`config.mk`:
```
export PLATFORM = sky130hd
export DESIGN_NAME = boot_ctrl
export DESIGN_NICKNAME = d
export VERILOG_FILES = /design/src/rtl/boot_ctrl.sv
export SDC_FILE = /design/constraint.sdc
export NUM_CORES = 1
export LEC_CHECK = 0
export ABC_CLOCK_PERIOD_IN_PS = 4800
export CORE_MARGIN = 4
export CORE_UTILIZATION = 45
export DETAILED_ROUTE_END_ITERATION = 10
export PLACE_DENSITY_LB_ADDON = 0.05
export SYNTH_ARGS = -nofsm -noshare
export SYNTH_HDL_FRONTEND = slang
export SYNTH_SLANG_ARGS = --single-unit
```
`constraint.sdc`:
```
create_clock -name clk -period 4.8 [get_ports clk]
set_input_delay 1.2 -clock clk [delete_from_list [all_inputs] [get_ports clk]]
set_output_delay 1.2 -clock clk [all_outputs]
set_load 0.02 [all_outputs]
```
`src/rtl/boot_ctrl.sv`:
```
// boot_ctrl: warmboot request controller arbitrating button, USB-detect and ACM boot sources (option: BOOT_CTRL_SEL_TIMEOUT_EN)
module boot_ctrl #(
  parameter int CLK_HZ         = 48_000_000,
  parameter int N_IMAGES       = 4,
  parameter int DEFAULT_IMAGE  = 1,
  parameter int DEBOUNCE_US    = 10_000,
  parameter int LONG_PRESS_MS  = 1_000,
  parameter int USB_STABLE_MS  = 100,
  parameter int SEL_TIMEOUT_MS = 5_000,
  localparam int IW = $clog2(N_IMAGES)
) (
  input  logic          clk,
  input  logic          rst,
  input  logic          btn_n,
  input  logic          usb_dp,
  input  logic          usb_dn,
  input  logic          acm_boot,
  output logic          boot,
  output logic [IW-1:0] image,
  output logic [IW-1:0] sel,
  output logic          led
);
  localparam int DB   = CLK_HZ / 1_000_000 * DEBOUNCE_US;
  localparam int LONG = CLK_HZ / 1_000 * LONG_PRESS_MS;
  localparam int US   = CLK_HZ / 1_000 * USB_STABLE_MS;
  localparam int DBW  = $clog2(DB + 1);
  localparam int LW   = $clog2(LONG + 1);
  localparam int UW   = $clog2(US + 1);
  localparam logic [IW-1:0] DEF = IW'(DEFAULT_IMAGE);

  typedef enum logic [1:0] {IDLE, PRESSED, COMMIT} state_t;

  state_t state, state_nxt;
  logic [1:0] btn_sync, dp_sync, dn_sync;
  logic [DBW-1:0] db_cnt;
  logic [LW-1:0] hold_cnt;
  logic [UW-1:0] usb_cnt;
  logic b, usb_req, usb_low, btn_raw, boot_req, long_done, commit, adv, timeout, boot_nxt;
  logic [IW-1:0] image_nxt, sel_nxt;

  assign btn_raw   = ~btn_sync[1];
  assign usb_low   = ~dp_sync[1] & ~dn_sync[1];
  assign boot_req  = usb_req | acm_boot;
  assign long_done = b && hold_cnt == LW'(LONG - 1);

  // Two-flop synchronisers; idle levels (released, pulled up) on reset
  always_ff @(posedge clk) begin
    btn_sync <= rst ? 2'b11 : {btn_sync[0], btn_n};
    dp_sync  <= rst ? 2'b11 : {dp_sync[0], usb_dp};
    dn_sync  <= rst ? 2'b11 : {dn_sync[0], usb_dn};
  end

  // Button debounce: accept a new level after it differs for DB consecutive cycles
  always_ff @(posedge clk) begin
    if (rst) begin
      db_cnt <= '0;
      b      <= 1'b0;
    end else if (btn_raw == b) begin
      db_cnt <= '0;
    end else if (db_cnt == DBW'(DB - 1)) begin
      db_cnt <= '0;
      b      <= btn_raw;
    end else begin
      db_cnt <= db_cnt + 1'b1;
    end
  end

  // USB cable detect on raw synchronised lines; request is sticky until reset
  always_ff @(posedge clk) begin
    if (rst) begin
      usb_cnt <= '0;
      usb_req <= 1'b0;
    end else begin
      usb_cnt <= !usb_low ? '0 : usb_cnt == UW'(US) ? usb_cnt : usb_cnt + 1'b1;
      usb_req <= usb_req | (usb_low && usb_cnt == UW'(US - 1));
    end
  end

  // Hold counter runs only while pressed, saturating at the long-press threshold
  always_ff @(posedge clk) begin
    if (rst || state != PRESSED) hold_cnt <= '0;
    else if (hold_cnt != LW'(LONG)) hold_cnt <= hold_cnt + 1'b1;
  end

`ifdef BOOT_CTRL_SEL_TIMEOUT_EN
  localparam int SEL_TO = CLK_HZ / 1_000 * SEL_TIMEOUT_MS;
  localparam int TW     = $clog2(SEL_TO + 1);
  logic [TW-1:0] idle_cnt;
  logic idle_run;
  assign idle_run = state == IDLE && !b && !boot_req && sel != DEF;
  assign timeout  = idle_run && idle_cnt == TW'(SEL_TO - 1);
  // Idle counter returns the selection to the default image after inactivity
  always_ff @(posedge clk) begin
    if (rst || !idle_run || timeout) idle_cnt <= '0;
    else idle_cnt <= idle_cnt + 1'b1;
  end
`else
  assign timeout = 1'b0;
`endif

  // State and registered outputs
  always_ff @(posedge clk) begin
    if (rst) begin
      state <= IDLE;
      boot  <= 1'b0;
      image <= DEF;
      sel   <= DEF;
    end else begin
      state <= state_nxt;
      boot  <= boot_nxt;
      image <= image_nxt;
      sel   <= sel_nxt;
    end
  end

  // Next state: bootloader requests preempt everything, COMMIT is terminal
  always_comb begin
    state_nxt = state == COMMIT ? COMMIT :
                boot_req        ? COMMIT :
                state == IDLE   ? (b ? PRESSED : IDLE) :
                !b              ? IDLE :
                long_done       ? COMMIT : PRESSED;
  end

  // Outputs: commit latches image once; short release advances selection skipping image 0
  always_comb begin
    led       = state != IDLE;
    commit    = state != COMMIT && state_nxt == COMMIT;
    boot_nxt  = boot | commit;
    image_nxt = commit ? (boot_req ? '0 : sel) : image;
    adv       = state == PRESSED && !b && !boot_req;
    sel_nxt   = adv ? (sel == IW'(N_IMAGES - 1) ? IW'(1) : sel + IW'(1)) : timeout ? DEF : sel;
  end
endmodule
```
==> metrics.csv, run 1 <==
stage,metric,value,unit
status,run status,"complete, no violations",
power_and_ir_drop,P_leak,1.292,nW
routing,initial DRC count,95,
global_route,total track usage,14.80,%
logic_synthesis,Post-synth EDFFs,0,
final_layout,share of cells above drive strength 1,7.442,%
place,dpl cell area,0.003879,mm^2
clocking,Root Driver,clkbuf_8,
sta,RSZ-0062 raised after global routing,false,
final_layout,synthesis-to-layout area growth,10.26,%
routing,DRT Pass-1 Iters,4,
clocking,CTS resizes,0,
logic_synthesis,sequential share of the synthesized area,44.99,%
logic_synthesis,Post-Syn Instances,418,
power_and_ir_drop,clock power share,40.9,%
power_and_ir_drop,switch share,20.16,%
setup_path,crit path max fanout,3,
sta,Max Clk Rate,0.3675,GHz
floorplan,chip width,98.60,um
global_route,first-pass GRT wire length,11.99,mm
logic_synthesis,Syn. warnings,0,
logic_synthesis,syn nets,430,
power_and_ir_drop,PD cells,298.5,mW/mm^2
sta,fin crit share,56.69,%
sta,Tmin final,2.721,ns
routing,detailed-route wire length per cell,12.39,um
floorplan,Die H,98.60,um
setup_path,slowest CP cell,clkdlybuf4s50_1,
floorplan,Initial Util,47.07,%
sta,worst slew pin tran,0.7900,ns
clocking,CTS clock-pin slew for the worst setup and hold paths,0.08,ns
logic_synthesis,Netlist cell types,36,
setup_path,Worst Path Required,3.60,ns
routing,ANT nets after route,0,
clocking,cts bufs inserted,9,
place,DPL Wire Length,4.616,mm
routing,vias post-DR,2737,
floorplan,IO Pins,12,
logic_synthesis,Async SR Flop Fraction,0,%
final_layout,Filler Cell Count,774,
setup_path,Worst setup EP type,primary output,
sta,skew final,0.01150,ns
clocking,clk buf depth,2,
final_layout,n_diodes,0,
final_layout,design area,0.004073,mm^2
worst_hold_path,Hold Crit Class,reg -> reg,
place,IO buf count,11,
clocking,CTS tree,yes,
job,number of max-cap violations,0,
setup_path,Critical Path AT,1.52,ns
clocking,post-CTS setup repair buffer count,0,
global_route,vias in the first global route,2610,
logic_synthesis,"Primary FF master, synth",dfxtp_1,
power_and_ir_drop,Sw Pwr,0.2451,mW
logic_synthesis,Mapped Area,0.003694,mm^2
setup_path,crit-path cells,or2_2 -> clkdlybuf4s50_1,
sta,final hold violation count,0,
routing,Routed WL,6.592,mm
sta,"Slew Viols, Final",0,
clocking,CTS Hold Bufs,0,
sta,setup TNS,0,ns
place,GPL Wtd Cong,0.7724,
clocking,CTS sink cnt,83,
sta,"Setup violations, final",0,
sta,Slew HR,47.33,%
clocking,H-tree depth,3,
routing,DRC,0,
global_route,pin count of the biggest net entering global routing,27,
floorplan,die area,0.009721,mm^2
setup_path,Crit Path Class,reg -> out,
global_route,Overflow after GRT,0,
logic_synthesis,number of synthesized register bits,83,
floorplan,core footprint,0.007848,mm^2
floorplan,cell row count,32,
power_and_ir_drop,Int Power,0.9706,mW
final_layout,nets@finish,438,
clocking,clock latency on the worst-skew pair,0.34,ns
setup_path,CP max stage delay,0.54,ns
power_and_ir_drop,sequential fraction of design power,57.2,%
power_and_ir_drop,maximum vdd drop,0.1518,mV
setup_path,Startpoint Class,flop,
global_route,initial antenna violation count,0,
power_and_ir_drop,Gate power share,1.9,%
routing,Via density,5.145,
logic_synthesis,Mean Syn Cell Area,8.836,um^2
==> registers in the layout (all words and copies together), names as in the netlist <==
register	count
btn_sync	2
sel	2
usb_req	1
db_cnt	19
state	2
boot	1
dn_sync	2
image	2
hold_cnt	26
b	1
usb_cnt	23
dp_sync	2
==> path summary, 6_finish.rpt <==
path,from,to,slack (ns),cells past startpoint
max,state[0]$_SDFF_PP0_,led,2.08,2
min,btn_sync[0]$_SDFF_PP1_,btn_sync[1]$_SDFF_PP1_,0.41,1
max reg2reg,hold_cnt[0]$_SDFFE_PP0P_,hold_cnt[1]$_SDFFE_PP0P_,2.55,7
min reg2reg,btn_sync[0]$_SDFF_PP1_,btn_sync[1]$_SDFF_PP1_,0.41,1
==> worst max-delay path: cells and delay by family (launching register included) <==
kind / cells / cell delay, ns
and+or+nand+nor: 1 / 0.31
DFF: 1 / 0.32
buffers and inverters: 1 / 0.54
==> layer usage <==
metal  vias up  share of wire (%)  global-route usage, %
li1       1441                  -                      -
met1      1257                 55                  22.03
met4         0                1.6                  5.987
met5         -                  0                      0
met2        30                 40                  20.54
met3         9                3.0                  3.326
==> power by group through the flow <==
| stage | clock network [mW] | registers (mW) | logic (mW) |
|---|---|---|---|
| global placement | 0 | 0.711 | 0.0236 |
| finish | 0.497 | 0.695 | 0.0235 |
| floorplan | 0 | 0.713 | 0.0114 |
| detailed placement | 0 | 0.711 | 0.0237 |
| CTS | 0.517 | 0.695 | 0.0238 |
| global route | 0.544 | 0.696 | 0.0256 |
==> metrics by stage <==
step           setup WS [ns]  std cells  hold slack (ns)  power (mW)  utilization (%)
6_report               2.079        532           0.4135       1.216            51.90
5_1_grt                1.973        532           0.4308       1.265            51.90
4_1_cts                2.046        532           0.4154       1.236            51.90
3_5_place_dp           1.746        517           0.3979      0.7351            49.43
3_3_place_gp           1.777        517           0.3954      0.7349            49.43
2_1_floorplan          2.555        418           0.3895      0.7241                -
==> cells by family (layout without fill, tap and decap cells) <==
kind of cell             count (synthesis)  in the layout  synth area share, %
buffers and inverters                   27             39                2.744
multiplexers                             2              2               0.5420
AND/OR/NAND/NOR                        222            222                32.72
flip-flops                              83             83                44.99
adder cells (fa/ha/maj)                  6              6                2.032
AO/OA/AOI/OAI                           20             20                3.218
XOR/XNOR                                58             58                13.75
==> cell usage after synthesis, drive strengths merged (2+ instances only) <==
library cell | count | area (um^2)
nor2b | 2 | 12.51
o21ai | 7 | 38.79
nand3 | 28 | 140.1
nand2 | 24 | 90.09
or3 | 10 | 67.56
or4 | 5 | 38.79
and2 | 3 | 18.77
nor4 | 10 | 107.6
nand2b | 4 | 25.02
and4 | 10 | 87.58
or4b | 4 | 40.04
nor4b | 3 | 26.28
a21oi | 8 | 40.04
xor2 | 32 | 280.3
nor3 | 14 | 70.07
clkbuf | 14 | 52.55
mux2i | 2 | 20.02
inv | 13 | 48.80
and3 | 9 | 56.30
nor2 | 72 | 270.3
xnor2 | 26 | 227.7
a211oi | 2 | 15.01
nand4b | 2 | 17.52
nand4 | 11 | 68.82
or2 | 10 | 62.56
ha | 6 | 75.07
dfxtp | 83 | 1662
==> cell usage in the layout (no fill, tap or decap) <==
master,count
or3b_2,1
ha_1,6
clkdlybuf4s50_1,11
clkbuf_8,11
bufinv_16,1
nand4_1,11
or4b_2,1
nor2_1,72
clkinv_2,1
a21oi_1,8
xor2_1,32
a211oi_1,2
nor4b_1,3
a221o_1,1
or2_2,10
and2_1,3
nor4_1,7
nor2b_1,2
or3_4,1
inv_1,13
or3_1,9
nand2b_1,4
a21o_2,1
nand3_1,28
nand2_1,24
clkbuf_1,2
and3_1,9
and4_1,10
or4b_1,3
mux2i_1,2
nor3_1,14
or4_1,4
o21ai_2,1
dfxtp_1,83
or4_2,1
o21ai_0,6
a31oi_1,1
xnor2_1,26
nor4_4,3
nand4b_1,2
==> area by class of cell <==
class / instances / area [um^2] / area share (%)
Clock buffer: 13 / 158.9 / 3.902
Sequential cell: 83 / 1662 / 40.80
Multi-Input combinational cell: 308 / 1931 / 47.40
Tap cell: 102 / 127.6 / 3.134
Timing Repair Buffer: 11 / 110.1 / 2.704
Clock inverter: 2 / 35.03 / 0.8602
Inverter: 13 / 48.80 / 1.198
Power figures use the tool's default switching activity.
==> inputs of run 2 (changes only) <==
- ABC_CLOCK_PERIOD_IN_PS: 4800 -> 2650
- clock period: 4.8 -> 2.65 ns (I/O delays scaled with it)
==> run 2 against run 1 <==
Net effect:
- largest power group unchanged
- highest routed layer unchanged
- clock power rose by 67%
- flip-flop and latch count did not move
- critical path depth rose by 3
- largest cell class unchanged
- hold slack improved by 0.0068 ns
- design area barely moved
==> metrics.csv, run 2 (synthesized netlist as in run 1, its figures left out) <==
stage,metric,value,unit
status,run status,"complete, no violations",
global_route,Overflow after GRT,0,
global_route,met3 usage,3.043,%
final_layout,Finished Layout Cells,535,
routing,detailed-route wire length per cell,12.72,um
clocking,H-tree depth,3,
floorplan,die area,0.009721,mm^2
sta,fin crit share,83.40,%
final_layout,"commonest non-fill, non-tap cell in the layout",dfxtp_1,
sta,skew final,0.009295,ns
global_route,GR peak layer,met1,
sta,Hold WS,0.4203,ns
setup_path,crit path max fanout,6,
sta,final hold violation count,0,
sta,"Slew Viols, Final",0,
clocking,clock latency on the worst-skew pair,0.34,ns
power_and_ir_drop,maximum vdd drop,0.2995,mV
setup_path,Worst R2R End,image[0]$_SDFFE_PP1P_,
clocking,clk buf depth,2,
job,number of max-cap violations,0,
clocking,CTS resizes,0,
setup_path,Critical Path AT,2.44,ns
setup_path,Worst Path Required,2.88,ns
global_route,pin count of the biggest net entering global routing,27,
routing,Via density,5.151,
floorplan,core footprint,0.007848,mm^2
sta,Max Clk Rate,0.4525,GHz
setup_path,Crit Path Class,reg -> reg,
final_layout,synthesis-to-layout area growth,10.30,%
routing,vias post-DR,2756,
final_layout,share of cells above drive strength 1,8.314,%
setup_path,Worst setup EP type,flop,
setup_path,CP endpoint,image[0]$_SDFFE_PP1P_,
setup_path,"CP delay by family, top",simple AND/OR/NAND/NOR gates,
clocking,CTS Hold Bufs,0,
sta,Tmin final,2.210,ns
global_route,vias in the first global route,2526,
sta,"Setup violations, final",0,
place,dpl cell area,0.003894,mm^2
global_route,met1 usage,22.13,%
global_route,first-pass GRT wire length,11.78,mm
final_layout,Filler Cell Count,765,
setup_path,crit-path cells,nand4_1 -> or4b_1 -> nor4_4 -> o21ai_2 -> a221o_1,
setup_path,Crit path depth,5,
floorplan,chip width,98.60,um
clocking,CTS tree,yes,
routing,ANT nets after route,0,
global_route,total track usage,14.54,%
final_layout,design area,0.004074,mm^2
sta,final worst slack,0.4399,ns
sta,Slew HR,46.76,%
final_layout,register with the most flip-flops,hold_cnt,
place,GPL Wtd Cong,0.8161,
floorplan,Initial Util,47.07,%
setup_path,cells on worst reg2reg path,5,
setup_path,CP max stage delay,0.65,ns
power_and_ir_drop,PD cells,523.6,mW/mm^2
final_layout,most frequent cells in the layout,"dfxtp_1, nor2_1, xor2_1",
setup_path,register-to-register setup slack,0.44,ns
place,IO buf count,11,
setup_path,worst reg2reg path startpoint,hold_cnt[6]$_SDFFE_PP0P_,
setup_path,Startpoint Class,flop,
setup_path,CP startpoint,hold_cnt[6]$_SDFFE_PP0P_,
sta,RSZ-0062 raised after global routing,false,
final_layout,largest registers,"hold_cnt x26, usb_cnt x23, db_cnt x19",
final_layout,Multi-input gate area,0.001931,mm^2
place,pre-CTS setup slack,0.3932,ns
final_layout,n_diodes,0,
clocking,CTS clock-pin slew for the worst setup and hold paths,0.08,ns
routing,initial DRC count,91,
floorplan,cell row count,32,
place,placed cells,519,
clocking,Root Driver,clkbuf_8,
worst_hold_path,Hold Crit Class,reg -> reg,
final_layout,FF/Latch Area,0.001662,mm^2
global_route,met2 Use GR,19.66,%
sta,worst slew pin tran,0.7986,ns
final_layout,nets@finish,440,
floorplan,IO Pins,12,
clocking,cts bufs inserted,9,
clocking,post-CTS setup repair buffer count,0,
routing,DRC,0,
floorplan,Die H,98.60,um
global_route,initial antenna violation count,0,
setup_path,slowest CP cell,or4b_1,
routing,DRT Pass-1 Iters,4,
setup_path,CP Buf/Inv Count,0,
power_and_ir_drop,P_leak,1.291,nW
place,DPL Wire Length,4.744,mm
clocking,CTS sink cnt,83,
routing,Routed WL,6.806,mm
final_layout,max FFs per register,26,
sta,setup TNS,0,ns
-- run 2: per-layer routing --
metal / vias to the layer above / routed length [um] / share of wire, %
met5: - / 0 / 0
met4: 0 / 95 / 1.4
met3: 7 / 237 / 3.5
met2: 41 / 2756 / 40
met1: 1258 / 3716 / 55
li1: 1450 / - / -
-- run 2: cell type report --
type | instances | share of cell area [%]
clock inverter | 4 | 0.6143
multi-input combinational | 308 | 47.39
inverter | 13 | 1.198
sequential | 83 | 40.79
tap | 102 | 3.133
timing repair buffer | 13 | 3.071
clock buffer | 12 | 3.808
-- run 2: report_power, final --
| part | internal (mW) | switching, mW | leakage (nW) |
|---|---|---|---|
| Clock | 0.389 | 0.441 | 0.0884 |
| Sequential | 1.25 | 0.00467 | 0.671 |
| Combinational | 0.0224 | 0.0216 | 0.532 |
| Total | 1.67 | 0.467 | 1.29 |
-- run 2: how the worst min path moves through the flow --
stage	start	endpoint	slack (ns)	cells after the start
after floorplan	btn_sync[0]$_SDFF_PP1_	btn_sync[1]$_SDFF_PP1_	0.39	1
after global placement	dp_sync[0]$_SDFF_PP1_	dp_sync[1]$_SDFF_PP1_	0.40	1
after detailed placement	dp_sync[0]$_SDFF_PP1_	dp_sync[1]$_SDFF_PP1_	0.40	1
after CTS	dp_sync[0]$_SDFF_PP1_	dp_sync[1]$_SDFF_PP1_	0.42	1
after global routing	dn_sync[0]$_SDFF_PP1_	dn_sync[1]$_SDFF_PP1_	0.44	1
final	dp_sync[0]$_SDFF_PP1_	dp_sync[1]$_SDFF_PP1_	0.42	1
-- run 2: worst register-to-register path: cells and delay by family (launching register included) --
kind | cells | cell delay (ns)
AO/OA/AOI/OAI | 2 | 0.45
AND/OR/NAND/NOR | 3 | 1.22
flip-flops | 1 | 0.43
-- run 2: stage by stage --
stage | total power, mW | utilization (%)
floorplan | 1.312 | -
global placement | 1.333 | 49.62
detailed placement | 1.333 | 49.62
CTS | 2.166 | 51.91
global route | 2.223 | 51.91
finish | 2.133 | 51.91
==> inputs of run 3 (changes only) <==
- ABC_CLOCK_PERIOD_IN_PS: 2650 -> 2300
- clock period: 2.65 -> 2.3 ns (I/O delays scaled with it)
==> run 3 against run 2 <==
Net effect:
- clock skew shrank 0.0014 ns
- critical path type unchanged
- largest power group unchanged
- first-iteration DRC count up 16%
- largest cell class unchanged
- routed wire length is 0.28% lower
- sequential power is 15% higher
- count of clock-buffer cells in the layout fell by 1
==> metrics.csv, run 3 (synthesized netlist as in run 1, its figures left out) <==
stage,metric,value,unit
sta,final hold violation count,0,
routing,Routed WL,6.787,mm
setup_path,"CP delay by family, top",simple AND/OR/NAND/NOR gates,
sta,worst slew pin tran,0.6039,ns
place,GPL Wtd Cong,0.8068,
clocking,CTS clock-pin slew for the worst setup and hold paths,0.08,ns
final_layout,register with the most flip-flops,hold_cnt,
setup_path,CP max stage delay,0.63,ns
global_route,total track usage,15.04,%
sta,skew final,0.007942,ns
setup_path,crit-path cells,nand4_1 -> or4b_1 -> nor4_4 -> o21ai_2 -> a221o_1,
sta,"Slew Viols, Final",0,
floorplan,die area,0.009721,mm^2
routing,vias post-DR,2773,
floorplan,IO Pins,12,
routing,initial DRC count,106,
sta,fin crit share,93.48,%
final_layout,share of cells above drive strength 1,10.00,%
sta,setup TNS,0,ns
setup_path,Critical Path AT,2.39,ns
final_layout,nets@finish,447,
final_layout,Multi-input gate area,0.001931,mm^2
routing,Via density,5.116,
final_layout,"commonest non-fill, non-tap cell in the layout",dfxtp_1,
place,IO buf count,11,
global_route,pin count of the biggest net entering global routing,24,
clocking,CTS sink cnt,83,
setup_path,Startpoint Class,flop,
setup_path,Worst setup EP type,flop,
clocking,cts bufs inserted,9,
clocking,H-tree depth,3,
final_layout,synthesis-to-layout area growth,12.94,%
clocking,Root Driver,clkbuf_8,
routing,DRT Pass-1 Iters,5,
setup_path,crit path max fanout,5,
global_route,Overflow after GRT,0,
routing,DRC,0,
power_and_ir_drop,P_leak,1.342,nW
sta,RSZ-0062 raised after global routing,false,
global_route,initial antenna violation count,0,
final_layout,Filler Cell Count,769,
sta,Max Clk Rate,0.4651,GHz
job,number of max-cap violations,0,
floorplan,chip width,98.60,um
clocking,clock latency on the worst-skew pair,0.35,ns
setup_path,slowest CP cell,or4b_1,
setup_path,register-to-register setup slack,0.15,ns
final_layout,most frequent cells in the layout,"dfxtp_1, nor2_1, xor2_1",
floorplan,Die H,98.60,um
setup_path,Crit Path Class,reg -> reg,
power_and_ir_drop,maximum vdd drop,0.4116,mV
final_layout,max FFs per register,26,
place,DPL Wire Length,4.775,mm
sta,Hold WS,0.4295,ns
sta,Tmin final,2.150,ns
setup_path,CP Buf/Inv Count,0,
status,run status,"complete, no violations",
final_layout,largest registers,"hold_cnt x26, usb_cnt x23, db_cnt x19",
routing,detailed-route wire length per cell,12.52,um
floorplan,Initial Util,47.07,%
routing,ANT nets after route,0,
power_and_ir_drop,PD cells,622.0,mW/mm^2
global_route,vias in the first global route,2664,
clocking,clk buf depth,2,
sta,Slew HR,59.74,%
global_route,first-pass GRT wire length,12.13,mm
setup_path,Worst Path Required,2.54,ns
clocking,CTS resizes,0,
worst_hold_path,Hold Crit Class,reg -> reg,
floorplan,cell row count,32,
sta,"Setup violations, final",0,
final_layout,n_diodes,0,
floorplan,core footprint,0.007848,mm^2
clocking,CTS tree,yes,
final_layout,FF/Latch Area,0.001662,mm^2
==> run 3: changes by cell type in the layout (fill, tap and decap cells not counted) <==
cell        previous run  this run
clkinv_4               0         1
clkbuf_1               1         0
clkinvlp_4             2         3
buf_12                 0         1
clkinv_2               2         0
bufinv_16              0         1
buf_4                  2         8
==> run 3: final cells by class <==
type                       count  area share, %
inverter                      13          1.170
sequential                    83          39.83
clock inverter                 5          1.470
clock buffer                  11          3.629
multi-input combinational    308          46.28
timing repair buffer          20          4.559
tap                          102          3.059
==> run 3: per-stage QoR <==
stage	std cells	utilization (%)	setup slack (ns)	power, mW	area (um^2)
finish	542	53.16	0.1499	2.595	4172
detailed placement	526	50.45	0.1107	1.537	3959
global placement	526	50.45	0.1640	1.536	3959
floorplan	418	-	0.2445	1.511	3694
CTS	542	53.16	0.09466	2.633	4172
global route	542	53.16	0.01015	2.706	4172
==> run 3: where the power goes <==
part | internal [mW] | switching (mW) | total [mW]
registers | 1.45 | 0.00527 | 1.45
clock network | 0.563 | 0.530 | 1.09
logic | 0.0270 | 0.0243 | 0.0513
total | 2.04 | 0.560 | 2.59
==> run 3: path summary, 6_finish.rpt <==
path / start / endpoint / cells past startpoint
worst max-delay path: hold_cnt[7]$_SDFFE_PP0P_ / image[0]$_SDFFE_PP1P_ / 5
worst min-delay path: btn_sync[0]$_SDFF_PP1_ / btn_sync[1]$_SDFF_PP1_ / 1
worst max register to register: hold_cnt[7]$_SDFFE_PP0P_ / image[0]$_SDFFE_PP1P_ / 5
worst min register to register: btn_sync[0]$_SDFF_PP1_ / btn_sync[1]$_SDFF_PP1_ / 1
==> run 3: repair_timing <==
item	CTS	global route
endpoints found under the hold margin	0	0
hold buffers	0	0
endpoints found under the setup margin	0	1
setup buffers	0	0
==> run 3: routing by layer <==
layer / GRT usage, % / share of wire (%) / vias to the layer above
met5: 0 / 0 / -
met4: 4.412 / 0.78 / 0
met3: 4.954 / 4.8 / 7
met2: 22.20 / 43 / 44
met1: 20.97 / 52 / 1257
li1: - / - / 1465
==> edit: new RTL, flow settings as in run 3 <==
Re-encode `state_t` (3 states) as one-hot, 3 bits wide.
--- a/src/rtl/boot_ctrl.sv
+++ b/src/rtl/boot_ctrl.sv
@@ -30,3 +30,3 @@
 
-  typedef enum logic [1:0] {IDLE, PRESSED, COMMIT} state_t;
+  typedef enum logic [2:0] {IDLE = 3'b001, PRESSED = 3'b010, COMMIT = 3'b100} state_t;
 
Check against the original RTL: same outputs for any inputs over 10 cycles, from zero or initial values and one cycle with rst high; not proved beyond that.
==> edit against run 3 <==
- critical path type is now register to primary output
- global-route usage is 0.42 points lower
- total power is 3.6% lower
- maximum frequency is 4.2% higher
- wire length is 1.2% lower
- sequential cell count is 1 higher
- clock skew is 0.0019 ns lower
- cell area is 0.96% lower
- synthesized area is 0.17% lower
- setup slack better by 0.087 ns
- sequential share of layout area is 0.87 points higher
- count of clock-buffer cells in the layout stayed put
==> edit: results <==
metrics = {
    "critical_path": {
        "arrival_ns": 1.49,
        "path_max_fanout": 4,
        "ff2ff_path_depth": 7,
        "r2r_slack_ns": 0.24,
        "r2r_end": "hold_cnt[1]",
        "timing.rr.start": "hold_cnt[0]",
        "crit_end": "led",
        "startpoint": "state[1]",
    },
    "finish": {
        "multi_input_gates": 307,
        "inverters": 10,
        "nonClkBufAreaFrac_pct": 4.60,
        "nets": 444,
        "clk_share_pct": 4.15,
        "seq_share_pct": 40.7,
        "n_fill_cell": 776,
        "stdcell_count": 537,
        "design_area_um2": 4130,
    },
    "detailed_routing": {
        "wire_per_inst_um": 12.5,
        "vias_per_cell": 5.14,
        "dr.first_iter.drc_count": 81,
        "first_pass_iters": 4,
    },
    "sta": {
        "worstMarginPinSlew_ns": 0.518,
        "final.setup_skew_ns": 0.00604,
    },
    "logic_synthesis": {
        "syn_area_per_cell_um2": 8.93,
        "synth_mux_area_share_pct": 0.543,
        "yosysSeqAreaShare_pct": 45.6,
        "synth_fp_nets": 425,
        "ys_ff_latch": 84,
        "synthAdderAreaFrac_pct": 2.04,
        "synth_commonest_cells": "dfxtp_1, nor2_1, xor2_1",
        "synth_compound_area_share_pct": 3.22,
        "synth_area_leaders": "dfxtp_1, xor2_1, nor2_1",
        "ys_types": 46,
    },
    "global_routing": {
        "grt_pass1_vias": 2622,
        "grt_max_degree": 27,
        "grt_usage_pct": 14.6,
        "grt_first_pass_wirelength_um": 11800,
    },
    "power_and_ir_drop": {
        "p_total_mw": 2.50,
        "p_sw_mw": 0.525,
        "peakVddDrop_mv": 0.323,
        "leakagePower_nw": 1.36,
        "power_clock_mw": 0.983,
    },
    "floorplanning": {
        "floorplan.initialDensity_pct": 47.0,
        "tapCellCount": 102,
    },
    "placed_design": {
        "post-place-ws_ns": 0.265,
        "place_hpwl_um": 4640,
        "placedInstanceArea_um2": 3960,
        "place.gp.congestion": 0.762,
        "dp.cells": 523,
    },
    "run_status": {
        "status": "finished, final reports clean",
    },
}
edit: critical path, cell delays in order (launching register included):
cell and delay [ns]:
dfxtp_1 0.38, nor2_1 0.05, nand2_1 0.10, clkdlybuf4s50_1 0.61
edit: worst min-delay path by stage:
stage / startpoint / end / slack, ns / depth (start not counted)
finish: dn_sync[0] / dn_sync[1] / 0.41 / 1
global route: dp_sync[0] / dp_sync[1] / 0.43 / 1
CTS: dp_sync[0] / dp_sync[1] / 0.41 / 1
detailed placement: dp_sync[0] / dp_sync[1] / 0.40 / 1
global placement: dp_sync[0] / dp_sync[1] / 0.40 / 1
floorplan: btn_sync[0] / btn_sync[1] / 0.39 / 1
edit: per-layer routing:
metal,track usage (%),routed length [um],up-vias
li1,-,-,1442
met1,19.8,3430,1284
met2,22.5,3040,24
met3,2.76,132,11
met4,6.93,101,0
met5,0,0,-
